## src/rtl/clint_pkg.sv

```systemverilog
// Shared CLINT constants: CSR addresses, system instruction encodings, trap causes
// and the interrupt FSM state encoding.
package clint_pkg;

  localparam logic [11:0] CSR_MSTATUS = 12'h300;
  localparam logic [11:0] CSR_MEPC    = 12'h341;
  localparam logic [11:0] CSR_MCAUSE  = 12'h342;
  localparam logic [11:0] CSR_MTVEC   = 12'h305;

  localparam logic [31:0] INST_ECALL  = 32'h0000_0073;
  localparam logic [31:0] INST_EBREAK = 32'h0010_0073;
  localparam logic [31:0] INST_MRET   = 32'h3020_0073;

  localparam int CAUSE_IRQ_BASE = 16;
  localparam int CAUSE_ECALL    = 11;
  localparam int CAUSE_EBREAK   = 3;

  typedef enum logic [2:0] {
    IDLE     = 3'd0,
    MEPC     = 3'd1,
    MSTATUS  = 3'd2,
    MCAUSE   = 3'd3,
    REDIRECT = 3'd4,
    MRET     = 3'd5
  } clint_state_e;

endpackage

```

## src/rtl/clint_irq_prio_enc.sv

```systemverilog
// Lowest-set-bit priority encoder for the external interrupt lines.
// Purely combinational: index of the lowest asserted request plus a valid flag.
module irq_prio_enc #(
  parameter int IRQ_W = 8,
  parameter int IDX_W = (IRQ_W > 1) ? $clog2(IRQ_W) : 1
) (
  input  logic [IRQ_W-1:0] irq_i,
  output logic [IDX_W-1:0] idx_o,
  output logic             vld_o
);

  // Scan high to low so the lowest set bit is the last assignment that sticks.
  always_comb begin
    idx_o = '0;
    vld_o = 1'b0;
    for (int i = IRQ_W - 1; i >= 0; i--) begin
      if (irq_i[i]) begin
        idx_o = IDX_W'(i);
        vld_o = 1'b1;
      end
    end
  end

endmodule

```

## src/rtl/clint.sv

```systemverilog
// Core-local interrupt controller: sequences trap entry / mret CSR writes and PC redirect.
// ecall/ebreak are decoded as synchronous traps only when CLINT_SYNC_EXC_EN is defined.
module clint
  import clint_pkg::*;
#(
  parameter int XLEN  = 32,
  parameter int IRQ_W = 8
) (
  input  logic             clk,
  input  logic             rst,
  input  logic [IRQ_W-1:0] irq_i,
  input  logic [31:0]      inst_i,
  input  logic [XLEN-1:0]  inst_addr_i,
  input  logic             jump_flag_i,
  input  logic [XLEN-1:0]  jump_addr_i,
  input  logic [XLEN-1:0]  csr_mtvec_i,
  input  logic [XLEN-1:0]  csr_mepc_i,
  input  logic [XLEN-1:0]  csr_mstatus_i,
  output logic             csr_we_o,
  output logic [11:0]      csr_waddr_o,
  output logic [XLEN-1:0]  csr_wdata_o,
  output logic             hold_flag_o,
  output logic             int_assert_o,
  output logic [XLEN-1:0]  int_addr_o
);

  localparam int IDX_W = (IRQ_W > 1) ? $clog2(IRQ_W) : 1;

  clint_state_e    state_q;
  logic [XLEN-1:0] cause_q;
  logic [XLEN-1:0] ret_pc_d, cause_d;
  logic            irq_vld;
  logic [IDX_W-1:0] irq_idx;
  logic            is_mret, is_ecall, is_ebreak, take_sync, take_async;

  irq_prio_enc #(.IRQ_W(IRQ_W), .IDX_W(IDX_W)) u_irq_prio_enc (
    .irq_i (irq_i),
    .idx_o (irq_idx),
    .vld_o (irq_vld)
  );

  function automatic logic [XLEN-1:0] mstatus_on_trap(input logic [XLEN-1:0] m);
    logic [XLEN-1:0] r;
    r    = m;
    r[7] = m[3];
    r[3] = 1'b0;
    return r;
  endfunction

  function automatic logic [XLEN-1:0] mstatus_on_mret(input logic [XLEN-1:0] m);
    logic [XLEN-1:0] r;
    r    = m;
    r[3] = m[7];
    r[7] = 1'b1;
    return r;
  endfunction

  always_comb begin
    is_mret = (inst_i == INST_MRET);
`ifdef CLINT_SYNC_EXC_EN
    is_ecall  = (inst_i == INST_ECALL);
    is_ebreak = (inst_i == INST_EBREAK);
`else
    is_ecall  = 1'b0;
    is_ebreak = 1'b0;
`endif
    // Synchronous events win over a coincident interrupt.
    take_sync  = (state_q == IDLE) && (is_mret || is_ecall || is_ebreak);
    take_async = (state_q == IDLE) && !take_sync && irq_vld && csr_mstatus_i[3];

    if (jump_flag_i)     ret_pc_d = jump_addr_i;
    else if (take_async) ret_pc_d = inst_addr_i;
    else                 ret_pc_d = inst_addr_i + XLEN'(4);

    if (take_async)    cause_d = {1'b1, (XLEN-1)'(CAUSE_IRQ_BASE + int'(irq_idx))};
    else if (is_ecall) cause_d = XLEN'(CAUSE_ECALL);
    else               cause_d = XLEN'(CAUSE_EBREAK);
  end

  assign hold_flag_o = !rst && ((state_q != IDLE) || take_sync || take_async);

  // Outputs are registered one state ahead so each CSR write is presented during its state.
  always_ff @(posedge clk or posedge rst) begin
    if (rst) begin
      state_q      <= IDLE;
      cause_q      <= '0;
      csr_we_o     <= 1'b0;
      csr_waddr_o  <= '0;
      csr_wdata_o  <= '0;
      int_assert_o <= 1'b0;
      int_addr_o   <= '0;
    end else begin
      csr_we_o     <= 1'b0;
      csr_waddr_o  <= '0;
      csr_wdata_o  <= '0;
      int_assert_o <= 1'b0;
      int_addr_o   <= '0;
      case (state_q)
        IDLE: begin
          if (take_sync && is_mret) begin
            state_q     <= MRET;
            csr_we_o    <= 1'b1;
            csr_waddr_o <= CSR_MSTATUS;
            csr_wdata_o <= mstatus_on_mret(csr_mstatus_i);
          end else if (take_sync || take_async) begin
            state_q     <= MEPC;
            cause_q     <= cause_d;
            csr_we_o    <= 1'b1;
            csr_waddr_o <= CSR_MEPC;
            csr_wdata_o <= ret_pc_d;
          end
        end
        MEPC: begin
          state_q     <= MSTATUS;
          csr_we_o    <= 1'b1;
          csr_waddr_o <= CSR_MSTATUS;
          csr_wdata_o <= mstatus_on_trap(csr_mstatus_i);
        end
        MSTATUS: begin
          state_q     <= MCAUSE;
          csr_we_o    <= 1'b1;
          csr_waddr_o <= CSR_MCAUSE;
          csr_wdata_o <= cause_q;
        end
        MCAUSE: begin
          state_q      <= REDIRECT;
          int_assert_o <= 1'b1;
          int_addr_o   <= {csr_mtvec_i[XLEN-1:2], 2'b00};
        end
        MRET: begin
          state_q      <= REDIRECT;
          int_assert_o <= 1'b1;
          int_addr_o   <= csr_mepc_i;
        end
        REDIRECT: state_q <= IDLE;
        default:  state_q <= IDLE;
      endcase
    end
  end

endmodule

```

## config.mk

```make
export PLATFORM = sky130hd
export DESIGN_NAME = clint
export DESIGN_NICKNAME = d
export VERILOG_FILES = /design/src/rtl/clint_pkg.sv /design/src/rtl/clint_irq_prio_enc.sv /design/src/rtl/clint.sv
export SDC_FILE = /design/constraint.sdc
export NUM_CORES = 1
export LEC_CHECK = 0
export CAP_MARGIN = 20
export CORE_UTILIZATION = 30
export DETAILED_ROUTE_END_ITERATION = 10
export GPL_TIMING_DRIVEN = 0
export MAX_ROUTING_LAYER = met4
export PLACE_DENSITY = 0.77
export SLEW_MARGIN = 20
export SYNTH_ARGS = -nofsm -noshare
export SYNTH_HDL_FRONTEND = slang
export SYNTH_SLANG_ARGS = --single-unit
```

## constraint.sdc

```tcl
create_clock -name clk -period 2.42 [get_ports clk]
set_input_delay 0.363 -clock clk [delete_from_list [all_inputs] [get_ports clk]]
set_output_delay 0.363 -clock clk [all_outputs]
set_load 0.02 [all_outputs]
```

==> reports/metrics.cfg <==
[power]
design_power_total_mw = 6.19
internal-power_mw = 4.04
power.share.clock_pct = 21.1
power.net_switching_mw = 2.15
switching_share_pct = 34.7
logic_pwr_share_pct = 48.8
irDropWorstVdd_uv = 339
power.sequential.fraction_pct = 30.1
power_density_nw_per_um2 = 902
p_leak_nw = 2.92

[sta]
worst-slew-pin-transition_ps = 842
layout_worst_path_cycle_share_pct = 93.8
min_period_ps = 2270
fin_worst_skew_ps = 6.54
final_hold_viol_count = 0
setup_total_negative_slack_ps = 0
report.final.slew_viol_count = 0
max_frequency_mhz = 440
grt_setup_unrepaired = false
final.setup.worst_slack_ps = 149
slew-limit-headroom_pct = 43.9
hold-worst-slack_ps = 412
report.final.setup_viol = 0

[placed_design]
placed_cells = 689
placement.cell_area_um2 = 6530
pre_cts_ws_ps = -640
gp_congestion = 0.799
port_buffers = 271
detailedPlacementHpwl_um = 9600

[routing]
dr.pass1.iters = 7
drt_drc_violations_left = 40
remaining_antenna_violation_count = 0
routed_via_density = 4.75
num_vias = 3357
routedWlPerCell_um = 16.6
routed_wirelength_um = 11700
first_iter_violations = 103

[logic_synthesis]
synthFlopType = sky130_fd_sc_hd__dfrtp_1
synth_largest_type_area_fraction_pct = 53.1
synth-compound-area-share_pct = 22.8
synth_most_common_cell = sky130_fd_sc_hd__dfrtp_1
synth-warning-count = 0
fraction_of_the_yosys_area_taken_by_sequential_cells_pct = 53.1
post_synth_num_cell_types = 48
largest_cells_by_area_after_synthesis = sky130_fd_sc_hd__dfrtp_1, sky130_fd_sc_hd__mux2i_1, sky130_fd_sc_hd__o2bb2ai_2, sky130_fd_sc_hd__a22o_1, sky130_fd_sc_hd__buf_4
async_reset_ff_share_pct = 100
area_leader_netlist = sky130_fd_sc_hd__dfrtp_1
average_footprint_of_a_synthesized_cell_um2 = 13.4
synthesis.area_um2 = 3580
yosys-mux-area-fraction_pct = 9.01
post_synth_xor_area_fraction_pct = 0.244
yosys_register_bits = 76
synth_edf_count = 0
synthCells = 268
post_synth_fa_ha_maj_area_fraction_pct = 0
synth_top_family_by_area = compound AO/OA/AOI/OAI gates
netlist_top_cells_count = sky130_fd_sc_hd__dfrtp_1, sky130_fd_sc_hd__a22o_1, sky130_fd_sc_hd__mux2i_1
simple_gate_fraction_of_synth_area_pct = 9.67

[clock_tree]
clock-sinks = 76
clkTransAtPathRegs_ps = 60
clock_tree.root_cell = sky130_fd_sc_hd__clkbuf_16
tritoncts = yes
numCtsBuffers = 9
cts.htree.levels = 3
hold_bufs_inserted_after_cts = 0
cts.path.max_buffers = 2
insertion_delay_ps = 320

[outcome]
violations = design-rule violations
result_of_the_run = complete, but fails checks

[floorplanning]
top_level_ports = 282
fp-row-count = 39
fp.dieW_um = 111
core_region_area_um2 = 11500
die_height_um = 111
initial_core_util_pct = 31.1
die_area_um2 = 12400

[global_route]
grt_util_met3_pct = 5.85
gr-usage-all-layers_pct = 19.9
busiest_layer = met2
grt_pass1_vias = 3724
global_route.overflow_total = 0
wire_length_of_the_first_global_routing_pass_um = 18500
initial_antenna_violation_count = 0
groute.layer.met2.usage_pct = 36.8
grtUsageMet1_pct = 20.1
largest_net_degree_at_the_start_of_global_routing = 48

[final_layout]
fin_nets = 762
area.sequential_um2 = 1900
n_antenna_cell = 0
fill_cells = 949
layout.cells.non_filler = 707
synthToLayoutAreaGrowth_pct = 91.5
multi_input_area_um2 = 1560
final_area_um2 = 6860
core_util_final_pct = 59.6
post_route_cells_drive_above_1_share_pct = 13.3

[worst_setup_path]
criticalPathCategory = in2out
worst_ep_required_time_ps = 2060
worstPathArrival_ps = 1910
timing.critical_path.fanout_max = 3
worstSetupStartpointType = primary input
cp-end-kind = primary output

[min_path]
min-delay-path-class = in2async

[job]
cap_violations = 0

[worst paths after layout]
path	start	end	slack, ps	cells after the start
setup / recovery	inst_i[10]	hold_flag_o	150	7
hold / removal	rst	csr_wdata_o[7]	410	2
setup reg to reg	state_q[2]	int_addr_o[12]	520	5
hold reg to reg	cause_q[4]	cause_q[4]	500	1
max in group asynchronous	rst	csr_wdata_o[12]	1440	3
min in group clk	cause_q[4]	cause_q[4]	500	1
[layer usage]
| layer | part of all wire, % | wire length [um] | up-vias |
|---|---|---|---|
| met1 | 37 | 4340 | 1582 |
| met5 | 0 | 0 | - |
| met3 | 9.0 | 1050 | 13 |
| met4 | 1.5 | 180 | 0 |
| met2 | 52 | 6130 | 179 |
| li1 | - | - | 1583 |
[worst max-delay path, cell delays in order]
cell	delay [ps]
sky130_fd_sc_hd__clkdlybuf4s50_1	450
sky130_fd_sc_hd__nor4_4	330
sky130_fd_sc_hd__nand4_4	200
sky130_fd_sc_hd__nor2_4	150
sky130_fd_sc_hd__nor2b_1	70
sky130_fd_sc_hd__a21oi_1	160
sky130_fd_sc_hd__buf_2	190
[power groups by stage]
| stage | Sequential, mW | Clock [mW] | Combinational [mW] |
|---|---|---|---|
| after floorplan | 2.37 | 0 | 1.10 |
| after global placement | 1.88 | 0 | 3.00 |
| after detailed placement | 1.89 | 0 | 3.05 |
| after CTS | 1.87 | 1.35 | 3.06 |
| after global routing | 1.91 | 1.41 | 3.22 |
| final | 1.86 | 1.31 | 3.03 |
[cell usage in the layout (no fill, tap or decap), types with 3 or more instances in the layout]
| cell type | Yosys | routed |
|---|---|---|
| sky130_fd_sc_hd__o2bb2ai_2 | 20 | 20 |
| sky130_fd_sc_hd__buf_4 | 9 | 11 |
| sky130_fd_sc_hd__o2bb2ai_1 | 5 | 5 |
| sky130_fd_sc_hd__and2_1 | 3 | 3 |
| sky130_fd_sc_hd__clkbuf_1 | 11 | 11 |
| sky130_fd_sc_hd__clkbuf_16 | 0 | 9 |
| sky130_fd_sc_hd__dfrtp_1 | 76 | 76 |
| sky130_fd_sc_hd__a22o_1 | 30 | 30 |
| sky130_fd_sc_hd__a21oi_1 | 10 | 10 |
| sky130_fd_sc_hd__buf_2 | 5 | 6 |
| sky130_fd_sc_hd__nor2b_1 | 5 | 5 |
| sky130_fd_sc_hd__inv_1 | 5 | 4 |
| sky130_fd_sc_hd__clkinv_2 | 0 | 4 |
| sky130_fd_sc_hd__o32ai_1 | 3 | 3 |
| sky130_fd_sc_hd__nor2_1 | 6 | 5 |
| sky130_fd_sc_hd__conb_1 | 1 | 7 |
| sky130_fd_sc_hd__mux2i_1 | 30 | 30 |
| sky130_fd_sc_hd__clkdlybuf4s50_1 | 0 | 270 |
| sky130_fd_sc_hd__nor3_1 | 4 | 3 |
| sky130_fd_sc_hd__nand2_1 | 5 | 5 |
[what timing repair did]
item	CTS	global route
endpoints found under the setup margin	1	1
buffers inserted	2	0
pin swaps	2	1
gates cloned	0	0
hold endpoints to repair	0	0
gates resized for setup	7	3
[area by class of cell]
cell class,instances,area share (%)
buffer,28,2.33
clock buffer,9,3.28
clock inverter,7,0.966
inverter,6,0.365
multi-input combinational,164,22.7
sequential,76,27.7
tap,143,2.61
timing repair buffer,274,40.1
[flip-flops by register name, indices dropped and copies added (netlist names)]
| name | count |
|---|---|
| cause_q | 4 |
| csr_waddr_o | 4 |
| csr_wdata_o | 32 |
| int_addr_o | 32 |
| int_assert_o | 1 |
| state_q | 3 |
[cells by family after synthesis]
group | count (synthesis)
buffers and inverters | 34
and+or+nand+nor | 42
muxes | 32
xor gates and xnor gates | 1
other | 1
AOI/OAI and AO/OA | 82
DFF | 76
No activity file was read; power rests on OpenSTA's default activity.
